**config.mk**
```make
export PLATFORM = sky130hd
export DESIGN_NAME = iterative_alu_flat
export DESIGN_NICKNAME = d
export VERILOG_FILES = /design/src/rtl/iterative_alu_if.sv /design/src/rtl/iterative_alu.sv /design/src/flat_wrapper.sv
export SDC_FILE = /design/constraint.sdc
export NUM_CORES = 2
export LEC_CHECK = 0
export BUFFER_PORTS_ARGS = -buffer_cell sky130_fd_sc_hd__buf_2
export CORE_ASPECT_RATIO = 1.4
export CORE_MARGIN = 2
export CORE_UTILIZATION = 30
export CTS_CLUSTER_SIZE = 30
export DETAILED_ROUTE_END_ITERATION = 6
export GPL_ROUTABILITY_DRIVEN = 0
export SLEW_MARGIN = 10
export SYNTH_ARGS = -nofsm -noshare
export SYNTH_HDL_FRONTEND = slang
export SYNTH_SLANG_ARGS = --single-unit
```
**constraint.sdc**
```tcl
create_clock -name clk -period 12.4 [get_ports clk]
set_input_delay 1.86 -clock clk [delete_from_list [all_inputs] [get_ports clk]]
set_output_delay 1.86 -clock clk [all_outputs]
set_load 0.01 [all_outputs]
```
**src/rtl/iterative_alu_if.sv**
```systemverilog
// rtl/iterative_alu_if.sv - request/result bundle between the EX stage and the iterative ALU
interface iterative_alu_if #(
    parameter int WIDTH = 64
);
    logic             start;
    logic [2:0]       select_bits;
    logic [WIDTH-1:0] A;
    logic [WIDTH-1:0] B;
    logic [WIDTH-1:0] out;
    logic [WIDTH-1:0] rem;
    logic             busy;
    logic             done;
    logic             zero;
    logic             negative;
    logic             carryOut;
    logic             overflow;

    modport master (
        output start, select_bits, A, B,
        input  out, rem, busy, done, zero, negative, carryOut, overflow
    );

    modport slave (
        input  start, select_bits, A, B,
        output out, rem, busy, done, zero, negative, carryOut, overflow
    );
endinterface

```
**src/rtl/iterative_alu.sv**
```systemverilog
// rtl/iterative_alu.sv - registered ALU with single-cycle logic/add/sub and iterative MUL/UDIV
module iterative_alu #(
    parameter int WIDTH = 64
) (
    input logic            clk,
    input logic            reset,
    iterative_alu_if.slave bus
);
    localparam int CW = $clog2(WIDTH);

    localparam logic [2:0] OP_PASS_B = 3'b000;
    localparam logic [2:0] OP_MUL    = 3'b001;
    localparam logic [2:0] OP_ADD    = 3'b010;
    localparam logic [2:0] OP_SUB    = 3'b011;
    localparam logic [2:0] OP_AND    = 3'b100;
    localparam logic [2:0] OP_OR     = 3'b101;
    localparam logic [2:0] OP_XOR    = 3'b110;
    localparam logic [2:0] OP_UDIV   = 3'b111;

    typedef enum logic [1:0] {IDLE, RUN, DONE} state_t;

    state_t           state_q, state_d;
    logic [CW-1:0]    cnt_q;
    logic [2:0]       op_q;
    logic [WIDTH-1:0] b_q;
    logic [WIDTH-1:0] hi_q;   // MUL: upper product half; UDIV: partial remainder
    logic [WIDTH-1:0] lo_q;   // MUL: shifting multiplier/low product; UDIV: dividend/quotient

    logic             accept;
    logic             iter_op;
    logic             last_step;
    logic             busy_c, done_c;

    logic [WIDTH-1:0] out_q, rem_q;
    logic             zero_q, neg_q, carry_q, ovf_q;

    // Input side: an op is taken whenever the unit is not mid-iteration.
    assign accept    = bus.start && (state_q != RUN);
    assign iter_op   = (bus.select_bits == OP_MUL) ||
                       ((bus.select_bits == OP_UDIV) && (bus.B != '0));
    assign last_step = (cnt_q == CW'(WIDTH - 1));

    // State register
    always_ff @(posedge clk) begin
        if (reset) state_q <= IDLE;
        else       state_q <= state_d;
    end

    // Next-state: IDLE and DONE both accept; RUN counts WIDTH steps then reports
    always_comb begin
        state_d = state_q;
        case (state_q)
            IDLE, DONE: begin
                if (bus.start) state_d = iter_op ? RUN : DONE;
                else           state_d = IDLE;
            end
            RUN:     if (last_step) state_d = DONE;
            default: state_d = IDLE;
        endcase
    end

    // FSM outputs
    always_comb begin
        busy_c = (state_q == RUN);
        done_c = (state_q == DONE);
    end

    // One shift-add multiply step: conditionally add B to the upper half, shift right
    logic [WIDTH:0]   mul_sum;
    logic [WIDTH-1:0] mul_hi, mul_lo;
    always_comb begin
        mul_sum = {1'b0, hi_q} + (lo_q[0] ? {1'b0, b_q} : '0);
        mul_hi  = mul_sum[WIDTH:1];
        mul_lo  = {mul_sum[0], lo_q[WIDTH-1:1]};
    end

    // One restoring-divide step: shift in the next dividend bit, subtract if it fits
    logic [WIDTH:0]   div_shift, div_diff;
    logic             div_ge;
    logic [WIDTH-1:0] div_hi, div_lo;
    always_comb begin
        div_shift = {hi_q, lo_q[WIDTH-1]};
        div_diff  = div_shift - {1'b0, b_q};
        div_ge    = ~div_diff[WIDTH];
        div_hi    = div_ge ? div_diff[WIDTH-1:0] : div_shift[WIDTH-1:0];
        div_lo    = {lo_q[WIDTH-2:0], div_ge};
    end

    // Shared adder for ADD/SUB; SUB feeds ~B with carry-in 1
    logic             is_sub;
    logic [WIDTH-1:0] addend;
    logic [WIDTH:0]   sum;
    logic             msb_cin;
    always_comb begin
        is_sub  = (bus.select_bits == OP_SUB);
        addend  = is_sub ? ~bus.B : bus.B;
        sum     = {1'b0, bus.A} + {1'b0, addend} + {{WIDTH{1'b0}}, is_sub};
        msb_cin = bus.A[WIDTH-1] ^ addend[WIDTH-1] ^ sum[WIDTH-1];
    end

    // Result that will be captured on the edge entering DONE
    logic [WIDTH-1:0] fin_out, fin_rem;
    logic             fin_c, fin_v;
    always_comb begin
        fin_out = '0;
        fin_rem = '0;
        fin_c   = 1'b0;
        fin_v   = 1'b0;
        if (state_q == RUN) begin
            if (op_q == OP_UDIV) begin
                fin_out = div_lo;
                fin_rem = div_hi;
            end else begin
                fin_out = mul_lo;
                fin_v   = |mul_hi;
            end
        end else begin
            case (bus.select_bits)
                OP_PASS_B: fin_out = bus.B;
                OP_ADD, OP_SUB: begin
                    fin_out = sum[WIDTH-1:0];
                    fin_c   = sum[WIDTH];
                    fin_v   = msb_cin ^ sum[WIDTH];
                end
                OP_AND:    fin_out = bus.A & bus.B;
                OP_OR:     fin_out = bus.A | bus.B;
                OP_XOR:    fin_out = bus.A ^ bus.B;
                // Only reached with B == 0; a non-zero divisor goes to RUN instead
                OP_UDIV: begin
                    fin_out = '1;
                    fin_rem = bus.A;
                    fin_v   = 1'b1;
                end
                default: fin_out = '0;
            endcase
        end
    end

    // Operand capture, iteration registers and result registers
    always_ff @(posedge clk) begin
        if (reset) begin
            cnt_q   <= '0;
            op_q    <= OP_PASS_B;
            b_q     <= '0;
            hi_q    <= '0;
            lo_q    <= '0;
            out_q   <= '0;
            rem_q   <= '0;
            zero_q  <= 1'b0;
            neg_q   <= 1'b0;
            carry_q <= 1'b0;
            ovf_q   <= 1'b0;
        end else begin
            if (accept) begin
                op_q  <= bus.select_bits;
                b_q   <= bus.B;
                cnt_q <= '0;
                hi_q  <= '0;
                lo_q  <= bus.A;
            end else if (state_q == RUN) begin
                cnt_q <= cnt_q + CW'(1);
                hi_q  <= (op_q == OP_UDIV) ? div_hi : mul_hi;
                lo_q  <= (op_q == OP_UDIV) ? div_lo : mul_lo;
            end
            if (state_d == DONE) begin
                out_q   <= fin_out;
                rem_q   <= fin_rem;
                zero_q  <= (fin_out == '0);
                neg_q   <= fin_out[WIDTH-1];
                carry_q <= fin_c;
                ovf_q   <= fin_v;
            end
        end
    end

    assign bus.busy     = busy_c;
    assign bus.done     = done_c;
    assign bus.out      = out_q;
    assign bus.rem      = rem_q;
    assign bus.zero     = zero_q;
    assign bus.negative = neg_q;
    assign bus.carryOut = carry_q;
    assign bus.overflow = ovf_q;
endmodule

```
**src/flat_wrapper.sv**
```systemverilog
// flat-port wrapper written by rule: the top's interface ports become plain ports
module iterative_alu_flat 
#(
    parameter int WIDTH = 64
)
  (clk, reset, bus_start, bus_select_bits, bus_A, bus_B, bus_out, bus_rem, bus_busy, bus_done, bus_zero, bus_negative, bus_carryOut, bus_overflow);
  iterative_alu_if #(.WIDTH(WIDTH)) bus_i ();
  input logic clk;
  input logic reset;
  input wire logic [$bits(bus_i.start)-1:0] bus_start;
  input wire logic [$bits(bus_i.select_bits)-1:0] bus_select_bits;
  input wire logic [$bits(bus_i.A)-1:0] bus_A;
  input wire logic [$bits(bus_i.B)-1:0] bus_B;
  output wire logic [$bits(bus_i.out)-1:0] bus_out;
  output wire logic [$bits(bus_i.rem)-1:0] bus_rem;
  output wire logic [$bits(bus_i.busy)-1:0] bus_busy;
  output wire logic [$bits(bus_i.done)-1:0] bus_done;
  output wire logic [$bits(bus_i.zero)-1:0] bus_zero;
  output wire logic [$bits(bus_i.negative)-1:0] bus_negative;
  output wire logic [$bits(bus_i.carryOut)-1:0] bus_carryOut;
  output wire logic [$bits(bus_i.overflow)-1:0] bus_overflow;
  assign bus_i.start = bus_start;
  assign bus_i.select_bits = bus_select_bits;
  assign bus_i.A = bus_A;
  assign bus_i.B = bus_B;
  assign bus_out = bus_i.out;
  assign bus_rem = bus_i.rem;
  assign bus_busy = bus_i.busy;
  assign bus_done = bus_i.done;
  assign bus_zero = bus_i.zero;
  assign bus_negative = bus_i.negative;
  assign bus_carryOut = bus_i.carryOut;
  assign bus_overflow = bus_i.overflow;
  iterative_alu #(.WIDTH(WIDTH)) u_core (.clk(clk), .reset(reset), .bus(bus_i));
endmodule
```
After elaboration in Yosys (flattened, before gate mapping) --
Index checks and enable logic that the tools add are counted.
Storage, ports and cells: bits of input ports 134, bits in registers 335, output and inout bits 134, word-level logic and storage cells 71
Operators by class: equal/unequal tests 13, mux-type cells 21, reduce and logical (&&, ||, !) cells 12, add/sub/neg operators 5, bitwise operators 8
Operators with widths (count):
- $mux W64 | 11
- $pmux W64 S6 | 1
- $add A64 B64 Y65 | 1
- $add A64 B65 Y65 | 1
- $add A65 B1 Y65 | 1
- $sub A65 B64 Y65 | 1
- $and A64 B64 Y64 | 1
- $logic_not A64 Y1 | 1
- $not A64 Y64 | 1
- $or A64 B64 Y64 | 1
- $reduce_bool A64 Y1 | 1
- $reduce_or A64 Y1 | 1
- $xor A64 B64 Y64 | 1
- $eq A3 B3 Y1 const B | 5
- $add A6 B1 Y6 const B | 1
- $eq A3 B2 Y1 const B | 2
- $eq A6 B6 Y1 const B | 1
- $mux W2 | 3
- $reduce_or A2 Y1 | 3
- $eq A2 B2 Y1 const B | 2
- $mux W1 | 4
- $pmux W2 S2 | 1
- $eq A3 B1 Y1 const B | 1
- $logic_not A3 Y1 | 1
- 9 further kinds | 12

Logic depth before layout (Yosys ltp) --
depth in word-level cells 8, gate-level depth with buffers 20, gate-level depth less buffers 17

Least setup slack after synthesis --
OpenSTA, ideal clock, no wires.
path type input to register, start input port bus_select_bits[2], end register u_core.zero_q (netlist: u_core.bus.zero), stages 19, path buffers 4, data arrival time 6147 ps, data required time 12341 ps, library setup time 59 ps, path slack 6194 ps, path through buf_2 nand3b_1 clkbuf_1 buf_1 xnor2_1 ha_1 clkbuf_1 nand4_1 or4_1 o21ai_2 o211ai_2 o2111ai_2 a31oi_4 xnor2_1 a2111oi_0 o2111ai_1 nor4_1 nand4_1 nand2_1
Between the ends: longest elaborated chain between the ends 7, elaborated cells on any way between the ends 21, classes of those cells add/sub: 2; eq/ne: 8; mux: 6; reduce/logical: 5
RTL lines:
- start, declared | line flat_wrapper.sv:11 | input wire logic [$bits(bus_i.select_bits)-1:0] bus_select_bits;
- $eq A3 B2 Y1 / $eq A3 B3 Y1 (equally long branches) | line iterative_alu.sv:95, iterative_alu.sv:118, iterative_alu.sv:40
- $mux W64 / $logic_and A1 B1 Y1 (equally long branches) | line iterative_alu.sv:96, iterative_alu.sv:40
- $add A64 B64 Y65 / $logic_or A1 B1 Y1 (equally long branches) | line iterative_alu.sv:97, iterative_alu.sv:39
- $add A65 B1 Y65 / $mux W2 (equally long branches) | line iterative_alu.sv:97, iterative_alu.sv:54
- $pmux W64 S6 / $mux W2 (equally long branches) | line iterative_alu.sv:118, iterative_alu.sv:54
- $mux W64 / $pmux W2 S2 (equally long branches) | line iterative_alu.sv:109, iterative_alu.sv:52
- $logic_not A64 Y1 / $eq A2 B2 Y1 (equally long branches) | line iterative_alu.sv:168, iterative_alu.sv:165
- end signal, assigned | line iterative_alu.sv:168 | zero_q <= (fin_out == '0);
- end, declared | line iterative_alu.sv:35 | logic zero_q, neg_q, carry_q, ovf_q;
Several ways; a longest one is shown, not always the timed one. A chain may end at the register's enable or synchronous reset.

Worst setup path in the final report --
Ends and elaborated chain as after synthesis.

==> impl_metrics.tcl <==
set metrics [dict create \
    clk-insertion-delay-late_ns 0.61 \
    cp.arrival_ns 8.06 \
    grt.total_usage 0.2485 \
    synth.area.top_cells "dfxtp_1 (20%), ha_1 (13%), a21oi_1 (8.2%)" \
    cts_buffer_depth 3 \
    peakVddDrop_mv 0.08928 \
    synth_area_mm2 0.03317 \
    status "complete, but fails checks" \
    yosys-top-cells-count "nand2_1 (576), a21oi_1 (546), nor2_1 (412)" \
    ys_seq_area_frac 0.2016 \
    grt_overflow 0 \
    cp_max_fo 56 \
    start_util 0.3018 \
    maxCapViolations 0 \
    postCtsHoldBufs 0 \
    drc 6 \
    drive_gt1_frac 0.1088 \
    holdWs_ns 0.4579 \
    tightest_slew_ns 1.213 \
    yosys.cell_types.count 101 \
    crit_type "in2reg" \
    leakagePower_nw 15.70 \
    antenna_found_initial 20 \
    place_inst 6067 \
    final_nets 5118 \
    nFillCells 11953 \
    totalWireLength_mm 146.5 \
    hpwl_mm 111.9 \
    die_w_um 285.0 \
    fin_util 0.3361 \
    grt_max_degree 80 \
    port_buffers 267 \
    fmax_ghz 0.1332 \
    violations "DRC" \
    rows 144 \
    vias 36347 \
    numCtsBuffers 39 \
    power_w 0.003631 \
    ff2ff_setup_slack_ns 5.91 \
    synth_top_area_cell "dfxtp_1" \
    cts_setup_buffers 0 \
    finalCritPeriodShare 0.6055 \
    drt_iter0_markers 3659 \
    power.density_mw_per_mm2 98.30 \
    crit_required_ns 12.95 \
    tns_ns 0 \
    htreeDepth 2 \
    grt_pass1_wl_mm 217.0 \
    synth_edf_count 0 \
    period_minus_slack_ns 7.509 \
    syn-num-nets 5070 \
    cts_resized 0 \
    setup.worst_path.start_class "input pin" \
    syn2layout_area_growth_pct 11.36 \
    max_slew_margin 0.1858 \
    clk_pin_slew_worst_paths_ns 0.07 \
    via_per_inst 5.903 \
    ys_seq_elements 334 \
    grt_setup_unrepaired "no" \
    core_region_area_mm2 0.1099 \
    maxSlewViolCount 0 \
    multiInputGateArea_mm2 0.02439 \
    synthArstFlopShare 0 \
    finalHoldViolCount 0 \
    synth_top_area_share 0.2016 \
    fin_cells 6157 \
    skew_ns 0.01895 \
    setup_viol 0 \
    pin_count 268 \
    holdCritPathClass "reg2reg" \
    synth_warnings 0 \
    seqCellArea_mm2 0.006688 \
    root_buffer "clkbuf_16" \
    synth.most_common_cell "nand2_1" \
    cts_tree "yes" \
    fp.dieH_um 397.4 \
    synth_cells 4600 \
    grt_pass1_vias 34507 \
    yosys_most_used_dff "dfxtp_1" \
    avgSynthCellArea_um2 7.211 \
    dr.pass1.iters 7 \
    dieArea_mm2 0.1133 \
    routedWlPerCell_um 23.79 \
    crit_path_end_kind "flop" \
    ant_nets 0 \
    cts.sinks 334 \
]
stage by stage:
stage / setup slack, ns / cell area (µm²)
4_1_cts: 4.995 / 36890
3_3_place_gp: 4.270 / 35540
2_1_floorplan: 6.194 / 33170
5_1_grt: 4.581 / 36930
6_report: 4.891 / 36940
3_5_place_dp: 4.367 / 35550
cells by family after synthesis:
| group | count (synthesis) | synth area share |
|---|---|---|
| AOI/OAI and AO/OA | 1488 | 0.2956 |
| xor gates and xnor gates | 223 | 0.05911 |
| adders and majority gates | 336 | 0.1274 |
| buffers and inverters | 559 | 0.06650 |
| DFF | 334 | 0.2016 |
| muxes | 99 | 0.03210 |
| and+or+nand+nor | 1561 | 0.2177 |
state kept, by name, indices dropped and copies added, names as in the netlist, 2 cells and up:
register,count
u_core.b_q,64
u_core.bus.out,64
u_core.bus.rem,64
u_core.cnt_q,6
u_core.hi_q,64
u_core.lo_q,64
u_core.op_q,3
u_core.state_q,2
cell type report:
| class | instances | share of cell area |
|---|---|---|
| antenna | 18 | 0.001219 |
| clock inverter | 19 | 0.006233 |
| multi-input combinational | 3707 | 0.6604 |
| sequential | 334 | 0.1811 |
| timing repair buffer | 312 | 0.04580 |
| tap | 1460 | 0.04945 |
| inverter | 254 | 0.02581 |
| clock buffer | 53 | 0.03005 |
cells in the final DEF, fill, tap and decap left out, drive strengths merged, types with 162 or more instances in the layout:
cell    synthesis  final
a211oi        171    171
inv           253    256
buf            81    311
a21oi         550    550
o21ai         190    190
ha            333    333
nand2         576    576
nor2          412    412
dfxtp         334    334
xnor2         162    162
per-layer routing:
metal,wire [µm],GRT usage
met5,13,0
met2,65210,0.4005
met4,13880,0.2026
met1,55760,0.2935
met3,11640,0.03607
worst paths after layout:
kind                            from             endpoint  cells past startpoint
hold / removal    u_core.bus.rem[45]   u_core.bus.rem[45]                      2
hold reg to reg   u_core.bus.rem[45]   u_core.bus.rem[45]                      2
setup / recovery  bus_select_bits[2]      u_core.bus.zero                     19
setup reg to reg      u_core.lo_q[0]  u_core.bus.overflow                     18
worst max-delay path: stages:
cell and delay, ns:
buf_2 0.08, buf_4 0.49, nand3b_1 0.57, buf_4 0.83, xnor2_1 0.15, ha_1 0.49, nand2_1 0.19, nor4_1 0.84
nand4b_1 0.37, or2_2 0.39, o221ai_1 0.25, nor2_1 0.12, xor2_1 0.15, o21ai_1 0.10, or3b_1 0.37, nor4_1 0.21
and4_1 0.27, nand4_1 0.10, nand2_1 0.07
where the power goes:
group | leakage, nW | internal, W | switching (W)
clock network | 0.645 | 0.000717 | 0.000550
registers | 2.74 | 0.00114 | 0.0000555
logic | 12.3 | 0.000400 | 0.000764
(Power assumes the default switching activity.)
